[config.mk]
export PLATFORM = sky130hd
export DESIGN_NAME = inst_fetch_queue_flat
export DESIGN_NICKNAME = d
export VERILOG_FILES = /design/src/rtl/ifq_pkg.sv /design/src/rtl/inst_fetch_queue_if.sv /design/src/rtl/ifq_storage.sv /design/src/rtl/inst_fetch_queue.sv /design/src/flat_wrapper.sv
export SDC_FILE = /design/constraint.sdc
export NUM_CORES = 1
export LEC_CHECK = 0
export ABC_CLOCK_PERIOD_IN_PS = 3250
export CORE_MARGIN = 5
export CORE_UTILIZATION = 56
export DETAILED_ROUTE_END_ITERATION = 12
export PLACE_DENSITY = 0.8
export SYNTH_ARGS = -nofsm -noshare
export SYNTH_HDL_FRONTEND = slang
export SYNTH_SLANG_ARGS = --single-unit
export TNS_END_PERCENT = 1
[constraint.sdc]
create_clock -name clk -period 3.25 [get_ports clk]
set_clock_uncertainty 0.15 [all_clocks]
set_input_delay 0.8125 -clock clk [delete_from_list [all_inputs] [get_ports clk]]
set_output_delay 0.8125 -clock clk [all_outputs]
set_load 0.05 [all_outputs]
[src/rtl/ifq_pkg.sv]
// ---------------------------------------------------------------------------
// ifq_pkg
// Shared definitions for the instruction fetch queue: field widths, the
// fetch-packet entry layout and pack/unpack helpers used by the queue top and
// its storage array.
// ---------------------------------------------------------------------------
package ifq_pkg;

   localparam int PC_W        = 32;
   localparam int INST_W      = 32;
   localparam int EXCP_NUM_W  = 16;
   localparam int IFQ_ENTRY_W = PC_W + INST_W + 1 + EXCP_NUM_W;

   // Field offsets inside a packed entry word, LSB first.
   localparam int EXCP_NUM_LSB = 0;
   localparam int EXCP_LSB     = EXCP_NUM_LSB + EXCP_NUM_W;
   localparam int INST_LSB     = EXCP_LSB + 1;
   localparam int PC_LSB       = INST_LSB + INST_W;

   typedef logic [IFQ_ENTRY_W-1:0] ifq_word_t;

   typedef struct packed {
      logic [PC_W-1:0]       pc;
      logic [INST_W-1:0]     inst;
      logic                  excp;
      logic [EXCP_NUM_W-1:0] excp_num;
   } ifq_entry_t;

   function automatic ifq_word_t pack_entry(input ifq_entry_t e);
      ifq_word_t w;
      w = '0;
      w[PC_LSB       +: PC_W]       = e.pc;
      w[INST_LSB     +: INST_W]     = e.inst;
      w[EXCP_LSB]                   = e.excp;
      w[EXCP_NUM_LSB +: EXCP_NUM_W] = e.excp_num;
      return w;
   endfunction

   function automatic ifq_entry_t unpack_entry(input ifq_word_t w);
      ifq_entry_t e;
      e.pc       = w[PC_LSB       +: PC_W];
      e.inst     = w[INST_LSB     +: INST_W];
      e.excp     = w[EXCP_LSB];
      e.excp_num = w[EXCP_NUM_LSB +: EXCP_NUM_W];
      return e;
   endfunction

endpackage : ifq_pkg

[src/rtl/inst_fetch_queue_if.sv]
// ---------------------------------------------------------------------------
// inst_fetch_queue_if
// Handshake and payload bundle between IFU, the fetch queue and IDU.
//   IFU side : ifu_to_ifq_valid, ifq_allowin, pc_i, inst_i, excp_i, excp_num_i
//   IDU side : ifq_to_idu_valid, idu_allowin, pc_o, inst_o, excp_o, excp_num_o
// Modports:
//   slave  - the queue itself (consumes IFU packets, produces IDU packets)
//   master - the surrounding pipeline (drives IFU packets, consumes IDU side)
// ---------------------------------------------------------------------------
interface inst_fetch_queue_if;
   import ifq_pkg::*;

   logic                  ifu_to_ifq_valid;
   logic                  ifq_allowin;
   logic [PC_W-1:0]       pc_i;
   logic [INST_W-1:0]     inst_i;
   logic                  excp_i;
   logic [EXCP_NUM_W-1:0] excp_num_i;

   logic                  ifq_to_idu_valid;
   logic                  idu_allowin;
   logic [PC_W-1:0]       pc_o;
   logic [INST_W-1:0]     inst_o;
   logic                  excp_o;
   logic [EXCP_NUM_W-1:0] excp_num_o;

   modport slave (
      input  ifu_to_ifq_valid, pc_i, inst_i, excp_i, excp_num_i, idu_allowin,
      output ifq_allowin, ifq_to_idu_valid, pc_o, inst_o, excp_o, excp_num_o
   );

   modport master (
      output ifu_to_ifq_valid, pc_i, inst_i, excp_i, excp_num_i, idu_allowin,
      input  ifq_allowin, ifq_to_idu_valid, pc_o, inst_o, excp_o, excp_num_o
   );

endinterface : inst_fetch_queue_if

[src/rtl/ifq_storage.sv]
// ---------------------------------------------------------------------------
// ifq_storage
// DEPTH x IFQ_ENTRY_W register array for the fetch queue.
// Ports:
//   clk, rst_n         - clock, asynchronous active-low reset (clears array)
//   we_i, waddr_i,
//   wdata_i            - synchronous write port
//   raddr_i, rdata_o   - asynchronous (combinational) read port
// ---------------------------------------------------------------------------
module ifq_storage
   import ifq_pkg::*;
#(
   parameter  int DEPTH = 4,
   localparam int PTR_W = $clog2(DEPTH)
) (
   input  logic             clk,
   input  logic             rst_n,
   input  logic             we_i,
   input  logic [PTR_W-1:0] waddr_i,
   input  ifq_word_t        wdata_i,
   input  logic [PTR_W-1:0] raddr_i,
   output ifq_word_t        rdata_o
);

   ifq_word_t mem_q [DEPTH];

   // NOTE: the array is reset on purpose so the head outputs read as zero out
   // of reset; this keeps it as flops rather than an inferred RAM macro.
   // NOTE: sequential state is always assigned with <= so every flop samples
   // the pre-edge values regardless of statement order.
   always_ff @(posedge clk or negedge rst_n) begin
      if (!rst_n) begin
         for (int i = 0; i < DEPTH; i++) begin
            mem_q[i] <= '0;
         end
      end else if (we_i) begin
         mem_q[waddr_i] <= wdata_i;
      end
   end

   assign rdata_o = mem_q[raddr_i];

endmodule : ifq_storage

[src/rtl/inst_fetch_queue.sv]
// ---------------------------------------------------------------------------
// inst_fetch_queue
// Decoupling FIFO between fetch (IFU) and decode (IDU). Buffers
// {pc, inst, excp, excp_num} packets while IDU stalls and discards all
// contents on flush_sign or br_flush.
// Ports:
//   clk, rst_n   - clock, asynchronous active-low reset
//   bus          - inst_fetch_queue_if.slave: IFU push side and IDU pop side
//   flush_sign   - exception/ertn flush
//   br_flush     - branch-mispredict redirect
//   ifq_count    - current occupancy, 0..DEPTH
// ---------------------------------------------------------------------------
module inst_fetch_queue
   import ifq_pkg::*;
#(
   parameter  int DEPTH = 4,
   localparam int PTR_W = $clog2(DEPTH)
) (
   input  logic               clk,
   input  logic               rst_n,
   inst_fetch_queue_if.slave  bus,
   input  logic               flush_sign,
   input  logic               br_flush,
   output logic [PTR_W:0]     ifq_count
);

   localparam logic [PTR_W:0] FULL_CNT = (PTR_W+1)'(DEPTH);

   logic [PTR_W-1:0] wptr_q, wptr_d;
   logic [PTR_W-1:0] rptr_q, rptr_d;
   logic [PTR_W:0]   count_q, count_d;

   logic       flush;
   logic       push;
   logic       pop;
   ifq_word_t  wdata;
   ifq_word_t  rdata;
   ifq_entry_t head;

   assign flush = flush_sign | br_flush;

   // allowin looks only at registered occupancy, so a full queue refuses a
   // packet even when IDU pops in the same cycle. This keeps idu_allowin out
   // of the IFU/icache timing path.
   assign bus.ifq_allowin      = (count_q != FULL_CNT);
   assign bus.ifq_to_idu_valid = (count_q != '0) & ~flush;

   assign push = bus.ifu_to_ifq_valid & bus.ifq_allowin & ~flush;
   assign pop  = bus.ifq_to_idu_valid & bus.idu_allowin;

   // NOTE: every next-state signal gets a default first, so no path through
   // the block leaves it unassigned and no latch is inferred.
   always_comb begin
      wptr_d  = wptr_q;
      rptr_d  = rptr_q;
      count_d = count_q;
      if (flush) begin
         // Storage is left untouched; resetting the pointers makes it
         // unreachable.
         wptr_d  = '0;
         rptr_d  = '0;
         count_d = '0;
      end else begin
         if (push) wptr_d = wptr_q + 1'b1;
         if (pop)  rptr_d = rptr_q + 1'b1;
         unique case ({push, pop})
            2'b10:   count_d = count_q + 1'b1;
            2'b01:   count_d = count_q - 1'b1;
            default: count_d = count_q;
         endcase
      end
   end

   always_ff @(posedge clk or negedge rst_n) begin
      if (!rst_n) begin
         wptr_q  <= '0;
         rptr_q  <= '0;
         count_q <= '0;
      end else begin
         wptr_q  <= wptr_d;
         rptr_q  <= rptr_d;
         count_q <= count_d;
      end
   end

   assign wdata = pack_entry('{pc:       bus.pc_i,
                               inst:     bus.inst_i,
                               excp:     bus.excp_i,
                               excp_num: bus.excp_num_i});

   ifq_storage #(
      .DEPTH (DEPTH)
   ) u_storage (
      .clk     (clk),
      .rst_n   (rst_n),
      .we_i    (push),
      .waddr_i (wptr_q),
      .wdata_i (wdata),
      .raddr_i (rptr_q),
      .rdata_o (rdata)
   );

   // Head data is a plain read of storage; there is no bypass from the input.
   assign head           = unpack_entry(rdata);
   assign bus.pc_o       = head.pc;
   assign bus.inst_o     = head.inst;
   assign bus.excp_o     = head.excp;
   assign bus.excp_num_o = head.excp_num;

   assign ifq_count = count_q;

endmodule : inst_fetch_queue

[src/flat_wrapper.sv]
// flat-port wrapper written by rule: the top's interface ports become plain ports
module inst_fetch_queue_flat import ifq_pkg::*;
#(
   parameter  int DEPTH = 4,
   localparam int PTR_W = $clog2(DEPTH)
)
  (clk, rst_n, flush_sign, br_flush, ifq_count, bus_ifu_to_ifq_valid, bus_pc_i, bus_inst_i, bus_excp_i, bus_excp_num_i, bus_idu_allowin, bus_ifq_allowin, bus_ifq_to_idu_valid, bus_pc_o, bus_inst_o, bus_excp_o, bus_excp_num_o);
  inst_fetch_queue_if bus_i ();
  input  logic clk;
  input  logic rst_n;
  input  logic flush_sign;
  input  logic br_flush;
  output logic [PTR_W:0] ifq_count;
  input wire logic [$bits(bus_i.ifu_to_ifq_valid)-1:0] bus_ifu_to_ifq_valid;
  input wire logic [$bits(bus_i.pc_i)-1:0] bus_pc_i;
  input wire logic [$bits(bus_i.inst_i)-1:0] bus_inst_i;
  input wire logic [$bits(bus_i.excp_i)-1:0] bus_excp_i;
  input wire logic [$bits(bus_i.excp_num_i)-1:0] bus_excp_num_i;
  input wire logic [$bits(bus_i.idu_allowin)-1:0] bus_idu_allowin;
  output wire logic [$bits(bus_i.ifq_allowin)-1:0] bus_ifq_allowin;
  output wire logic [$bits(bus_i.ifq_to_idu_valid)-1:0] bus_ifq_to_idu_valid;
  output wire logic [$bits(bus_i.pc_o)-1:0] bus_pc_o;
  output wire logic [$bits(bus_i.inst_o)-1:0] bus_inst_o;
  output wire logic [$bits(bus_i.excp_o)-1:0] bus_excp_o;
  output wire logic [$bits(bus_i.excp_num_o)-1:0] bus_excp_num_o;
  assign bus_i.ifu_to_ifq_valid = bus_ifu_to_ifq_valid;
  assign bus_i.pc_i = bus_pc_i;
  assign bus_i.inst_i = bus_inst_i;
  assign bus_i.excp_i = bus_excp_i;
  assign bus_i.excp_num_i = bus_excp_num_i;
  assign bus_i.idu_allowin = bus_idu_allowin;
  assign bus_ifq_allowin = bus_i.ifq_allowin;
  assign bus_ifq_to_idu_valid = bus_i.ifq_to_idu_valid;
  assign bus_pc_o = bus_i.pc_o;
  assign bus_inst_o = bus_i.inst_o;
  assign bus_excp_o = bus_i.excp_o;
  assign bus_excp_num_o = bus_i.excp_num_o;
  inst_fetch_queue #(.DEPTH(DEPTH)) u_core (.clk(clk), .rst_n(rst_n), .bus(bus_i), .flush_sign(flush_sign), .br_flush(br_flush), .ifq_count(ifq_count));
endmodule
-- Yosys cells after proc, flatten, opt, wreduce, memory -nomap -nowiden
Cells that the tools add are included.
- flip-flop bits (word level): 331
- bits in latches: 0
- memory bits (writable): 0
- ROM bits: 0
- bits of input ports: 87
- output and inout bits: 86
- logic and storage cells: 42
- memories kept: 0
- add/subtract/negate cells: 4
- multipliers: 0
- div/mod/pow operators: 0
- order comparisons: 3
- equal/unequal tests: 3
- shifts and indexed selects: 0
- mux-type cells: 12
- bitwise logic cells: 8
- reduce and logical (&&, ||, !) cells: 5
- operators with widths (operator ; number):
    324-bit bitwise mux ; 1
    81-bit 2-to-1 mux ; 3
    81-bit binary-select mux with 2-bit select ; 1
    81-bit demux with 2-bit select ; 1
    2-bit 2-to-1 mux ; 4
    3-bit >= comparator, second input constant ; 2
    2-bit inverter with 3-bit output ; 2
    3-bit case mux with 2 select lines ; 1
    3-bit nonzero test ; 2
    2-bit by 1-bit adder with 2-bit output, second input constant ; 2
    1-bit bitwise AND ; 4
    2-bit nonzero test ; 2
    3-bit by 1-bit adder with 3-bit output, second input constant ; 1
    3-bit by 1-bit less-than comparator with 1-bit output, second input constant ; 1
    3-bit 2-to-1 mux ; 1
    3-bit != test, second input constant ; 1
    3-bit by 1-bit subtractor with 3-bit output, second input constant ; 1
    2-bit by 1-bit == test with 1-bit output, second input constant ; 1
    2-bit == test, second input constant ; 1
    1-bit logical AND ; 1
    1-bit inverter ; 1
    1-bit OR ; 1

-- Logic depth before layout (Yosys ltp)
- word-level depth: 7
- gate-level depth with buffers: 8
- gate-level depth less buffers: 7

-- Hierarchy
Synthesis repeated with hierarchy kept, for this count alone.
- cells, all modules: 839
- area total of the unflattened synthesis: 14671.6 um^2
- by module, submodules not included (module ; times used ; cells each ; area an instance (um^2) ; seq. area each (um^2)):
    ifq_storage ; 1 ; 786 ; 14203.6 ; 8107.8
    inst_fetch_queue ; 1 ; 53 ; 467.9 ; 175.2

-- Worst setup path before layout
No wires, ideal clock.
- kind: input to output
- start point: in br_flush
- end point: out bus_ifq_to_idu_valid
- arrival: 1.944 ns
- data required time: 2.288 ns
- setup slack: 0.343 ns
- stages on the path: 3
- buffers on the path: 1
- cells stage by stage: or2_2 clkbuf_1 nor2_1
- longest elaborated chain between the ends: 3
- ends and longest elaborated chain (item ; RTL line ; source):
    start: declaration ; flat_wrapper.sv:12 ; input logic br_flush;
    1-bit OR ; inst_fetch_queue.sv:40 ; assign flush = flush_sign | br_flush;
    1-bit inverter ; inst_fetch_queue.sv:46 ; assign bus.ifq_to_idu_valid = (count_q != '0) & ~flush;
    1-bit bitwise AND ; inst_fetch_queue.sv:46 ;
    end: declaration ; flat_wrapper.sv:21 ; output wire logic [$bits(bus_i.ifq_to_idu_valid)-1:0] bus_ifq_to_idu_valid;
No other way between the ends.

-- Worst setup path after layout
- start point: reg u_core.rptr_q[0]
- end point: out bus_excp_o
- longest elaborated chain between the ends: 4
- ends and longest elaborated chain (item ; RTL line ; source):
    start: declaration ; inst_fetch_queue.sv:30 ; logic [PTR_W-1:0] rptr_q, rptr_d;
    start signal: assignment ; inst_fetch_queue.sv:81 ; rptr_q <= rptr_d;
    2-bit inverter with 3-bit output (not written as such) ; ifq_storage.sv:41 ; assign rdata_o = mem_q[raddr_i];
    81-bit binary-select mux with 2-bit select ; ifq_storage.sv:41 ;
    81-bit 2-to-1 mux (not written as such) (2 in a row) ; ifq_storage.sv:41 ;
    end: declaration ; flat_wrapper.sv:24 ; output wire logic [$bits(bus_i.excp_o)-1:0] bus_excp_o;
No other way between the ends. The select of a mux whose other input is x is not followed.

==> impl_metrics.json <==
{
  "synth_edf_count": 0,
  "antenna_found_initial": 0,
  "nNetsFinal": 1103,
  "cp_slowest_cell": "dfrtp_4",
  "ys.warnings.count": 0,
  "synth_top_area_share_pct": 56.3,
  "synth.distinct_cells": 33,
  "yosysTopAreaCell": "dfrtp_1",
  "synth_compound_area_share_pct": 0.374,
  "synth_fa_ha_area_share_pct": 0.562,
  "grt-ovfl-total": 0,
  "grt_pass1_wl_um": 48300,
  "synth_area_um2": 14700,
  "finish.instance_area_um2": 17900,
  "ios": 173,
  "drive_above_1_share_pct": 55.7,
  "synth_top_family_by_area": "multiplexers",
  "vias_per_cell": 5.82,
  "yosys-mux-area-fraction_pct": 38.0,
  "start_util_pct": 56.6,
  "ys_async_sr_fraction_pct": 100,
  "die_x_um": 172,
  "rr_startpoint": "u_core.ifq_count[0]$_DFFE_PN0P_",
  "tightest_slew_ns": 0.666,
  "finalPower_mw": 11.6,
  "grt_pass1_vias": 8801,
  "dpl_cell_area_um2": 16600,
  "clkTransAtPathRegs_ns": 0.06,
  "synth.most_common_cell": "dfrtp_1",
  "area_delta_synth_final_pct": 21.8,
  "cp_max_fo": 29,
  "place.gp.congestion": 0.750,
  "grt_max_degree": 79,
  "fillCellCount": 1714,
  "holdBufCountCts": 0,
  "die_y_um": 172,
  "final.period_utilization_pct": 98.2,
  "slowest_delay_ns": 0.60,
  "syn_inst": 827,
  "crit_arrival_ns": 2.23,
  "min_path_type": "in -> async",
  "maxSlewHeadroom_pct": 55.6,
  "clock_path_buffers": 3,
  "insertion_delay_ns": 0.50,
  "cp-end-kind": "primary output",
  "synthSimpleGateAreaFrac_pct": 1.06,
  "setup_viol": 0,
  "fp-row-count": 59,
  "max_freq_ghz": 0.313,
  "antenna_cells": 0,
  "port_buffers": 172,
  "drv_cap": 0,
  "critPathKind": "reg -> out",
  "clock-sinks": 331,
  "dpl.hpwl_um": 18100,
  "synth-seq-cells": 331,
  "post-cts-setup-buffers": 0,
  "cts_tree": "built",
  "start_kind": "flop",
  "syn_nets": 920,
  "irDropWorstVdd_v": 0.000554,
  "status": "completed",
  "routedWlPerCell_um": 21.4,
  "htreeDepth": 2,
  "post_cts_resize_count": 1,
  "hold_viol": 0,
  "reg2reg_slack_ns": 0.74,
  "yosys-top-cells-area": "dfrtp_1, mux2_2, mux4_2, mux2_4, clkbuf_8",
  "synth_xor_area_share_pct": 0.238,
  "seq_area_um2": 8290,
  "totalWireLength_um": 29400,
  "drc_errors": 0,
  "dieArea_um2": 29600,
  "synth_commonest_cells": "dfrtp_1, mux2_2, mux4_2",
  "cts_buffers": 36,
  "rsz0062_at_grt": "true",
  "reg2reg_to": "u_core.ifq_count[2]$_DFFE_PN0P_",
  "coreArea_um2": 26000,
  "p_leak_nw": 8.29,
  "drtPass1Iterations": 4,
  "drtIter0Drc": 348,
  "post-place-ws_ns": 0.196,
  "drv_slew": 0,
  "grt_usage_pct": 20.5,
  "synth_flop_cell": "dfrtp_1",
  "rr_worst_depth": 8,
  "avgSynthCellArea_um2": 17.8,
  "required_ns": 2.29,
  "path_cells": "buf_12 > mux4_2 > buf_4",
  "multiInputGateArea_um2": 5910,
  "fin_crit_ns": 3.19,
  "finalWorstSetupSlack_ns": 0.0597,
  "vias": 7974,
  "cts_root_buffer": "clkbuf_16",
  "power_density_nw_per_um2": 649,
  "ys_seq_area_share_pct": 56.3,
  "ant_nets": 0
}
==> per-stage QoR <==
step | util (%) | TNS [ns] | hold WS [ns] | cells
after CTS | 68.5 | 0 | 0.156 | 1370
after global routing | 69.0 | -0.370 | 0.176 | 1370
after detailed placement | 63.8 | 0 | 0.334 | 1307
after global placement | 63.8 | 0 | 0.318 | 1307
after floorplan | - | 0 | 0.309 | 827
final | 69.0 | 0 | 0.136 | 1370
==> flip-flops by register name (all words and copies together) (netlist names) <==
register and flops:
u_core.rptr_q 2, u_core.u_storage.mem_q 324, u_core.ifq_count 3, u_core.wptr_q 2
==> kinds of logic (layout without fill, tap and decap cells) <==
kind of cell / count (synthesis) / count (layout)
muxes: 406 / 406
DFF: 331 / 331
buffers and inverters: 55 / 263
and+or+nand+nor: 18 / 18
AOI/OAI and AO/OA: 7 / 7
adders and majority gates: 6 / 6
xor gates and xnor gates: 4 / 4
==> metal layers <==
layer  share of wire [%]  up-vias  track usage, %
met5                   0        -               0
met3                 6.2       45            4.94
li1                    -     3490               -
met1                  43     4262            28.9
met2                  49      177            33.1
met4                 1.8        0            4.51
==> how the worst max path moves through the flow <==
stage                            startpoint                         endpoint  slack (ns)
2_1_floorplan                      br_flush             bus_ifq_to_idu_valid        0.34
3_3_place_gp                       br_flush  u_core.ifq_count[2]$_DFFE_PN0P_        0.22
3_5_place_dp                     flush_sign  u_core.ifq_count[2]$_DFFE_PN0P_        0.20
4_1_cts        u_core.rptr_q[0]$_DFFE_PN0P_                   bus_inst_o[11]       0.006
5_1_grt        u_core.rptr_q[0]$_DFFE_PN0P_               bus_excp_num_o[13]       -0.04
6_report       u_core.rptr_q[0]$_DFFE_PN0P_                       bus_excp_o        0.06
==> power by group <==
group,internal [mW],switching (mW)
Sequential,4.67,0.271
Clock,2.55,1.58
Combinational,1.16,1.40
==> critical path: cells and delay by family (launching register included) <==
family	cells	cell delay [ns]
flops	1	0.60
mux	1	0.58
buf+inv	2	0.52
==> area by class of cell <==
type | count | area share, %
Clock inverter | 11 | 0.936
Inverter | 2 | 0.0419
Multi-Input combinational cell | 441 | 33.0
Sequential cell | 331 | 46.3
Clock buffer | 52 | 5.82
Tap cell | 335 | 2.34
Timing Repair Buffer | 198 | 11.6
==> layout by cell type (no fill, tap or decap), types with 2 or more instances in the layout <==
| cell | synthesis | layout |
|---|---|---|
| buf_12 | 0 | 17 |
| buf_4 | 0 | 56 |
| buf_6 | 16 | 34 |
| bufinv_16 | 0 | 4 |
| clkbuf_1 | 9 | 9 |
| clkbuf_16 | 0 | 37 |
| clkbuf_8 | 17 | 6 |
| clkdlybuf4s50_1 | 0 | 89 |
| clkinv_2 | 0 | 3 |
| clkinvlp_4 | 0 | 2 |
| dfrtp_1 | 331 | 329 |
| dfrtp_4 | 0 | 2 |
| ha_1 | 5 | 5 |
| inv_1 | 2 | 2 |
| inv_6 | 0 | 2 |
| mux2_1 | 3 | 3 |
| mux2_2 | 294 | 294 |
| mux2_4 | 27 | 27 |
| mux4_2 | 81 | 81 |
| nand4_4 | 4 | 4 |
| nor2_1 | 6 | 6 |
| xor2_1 | 3 | 3 |
Power figures use the tool's default switching activity.
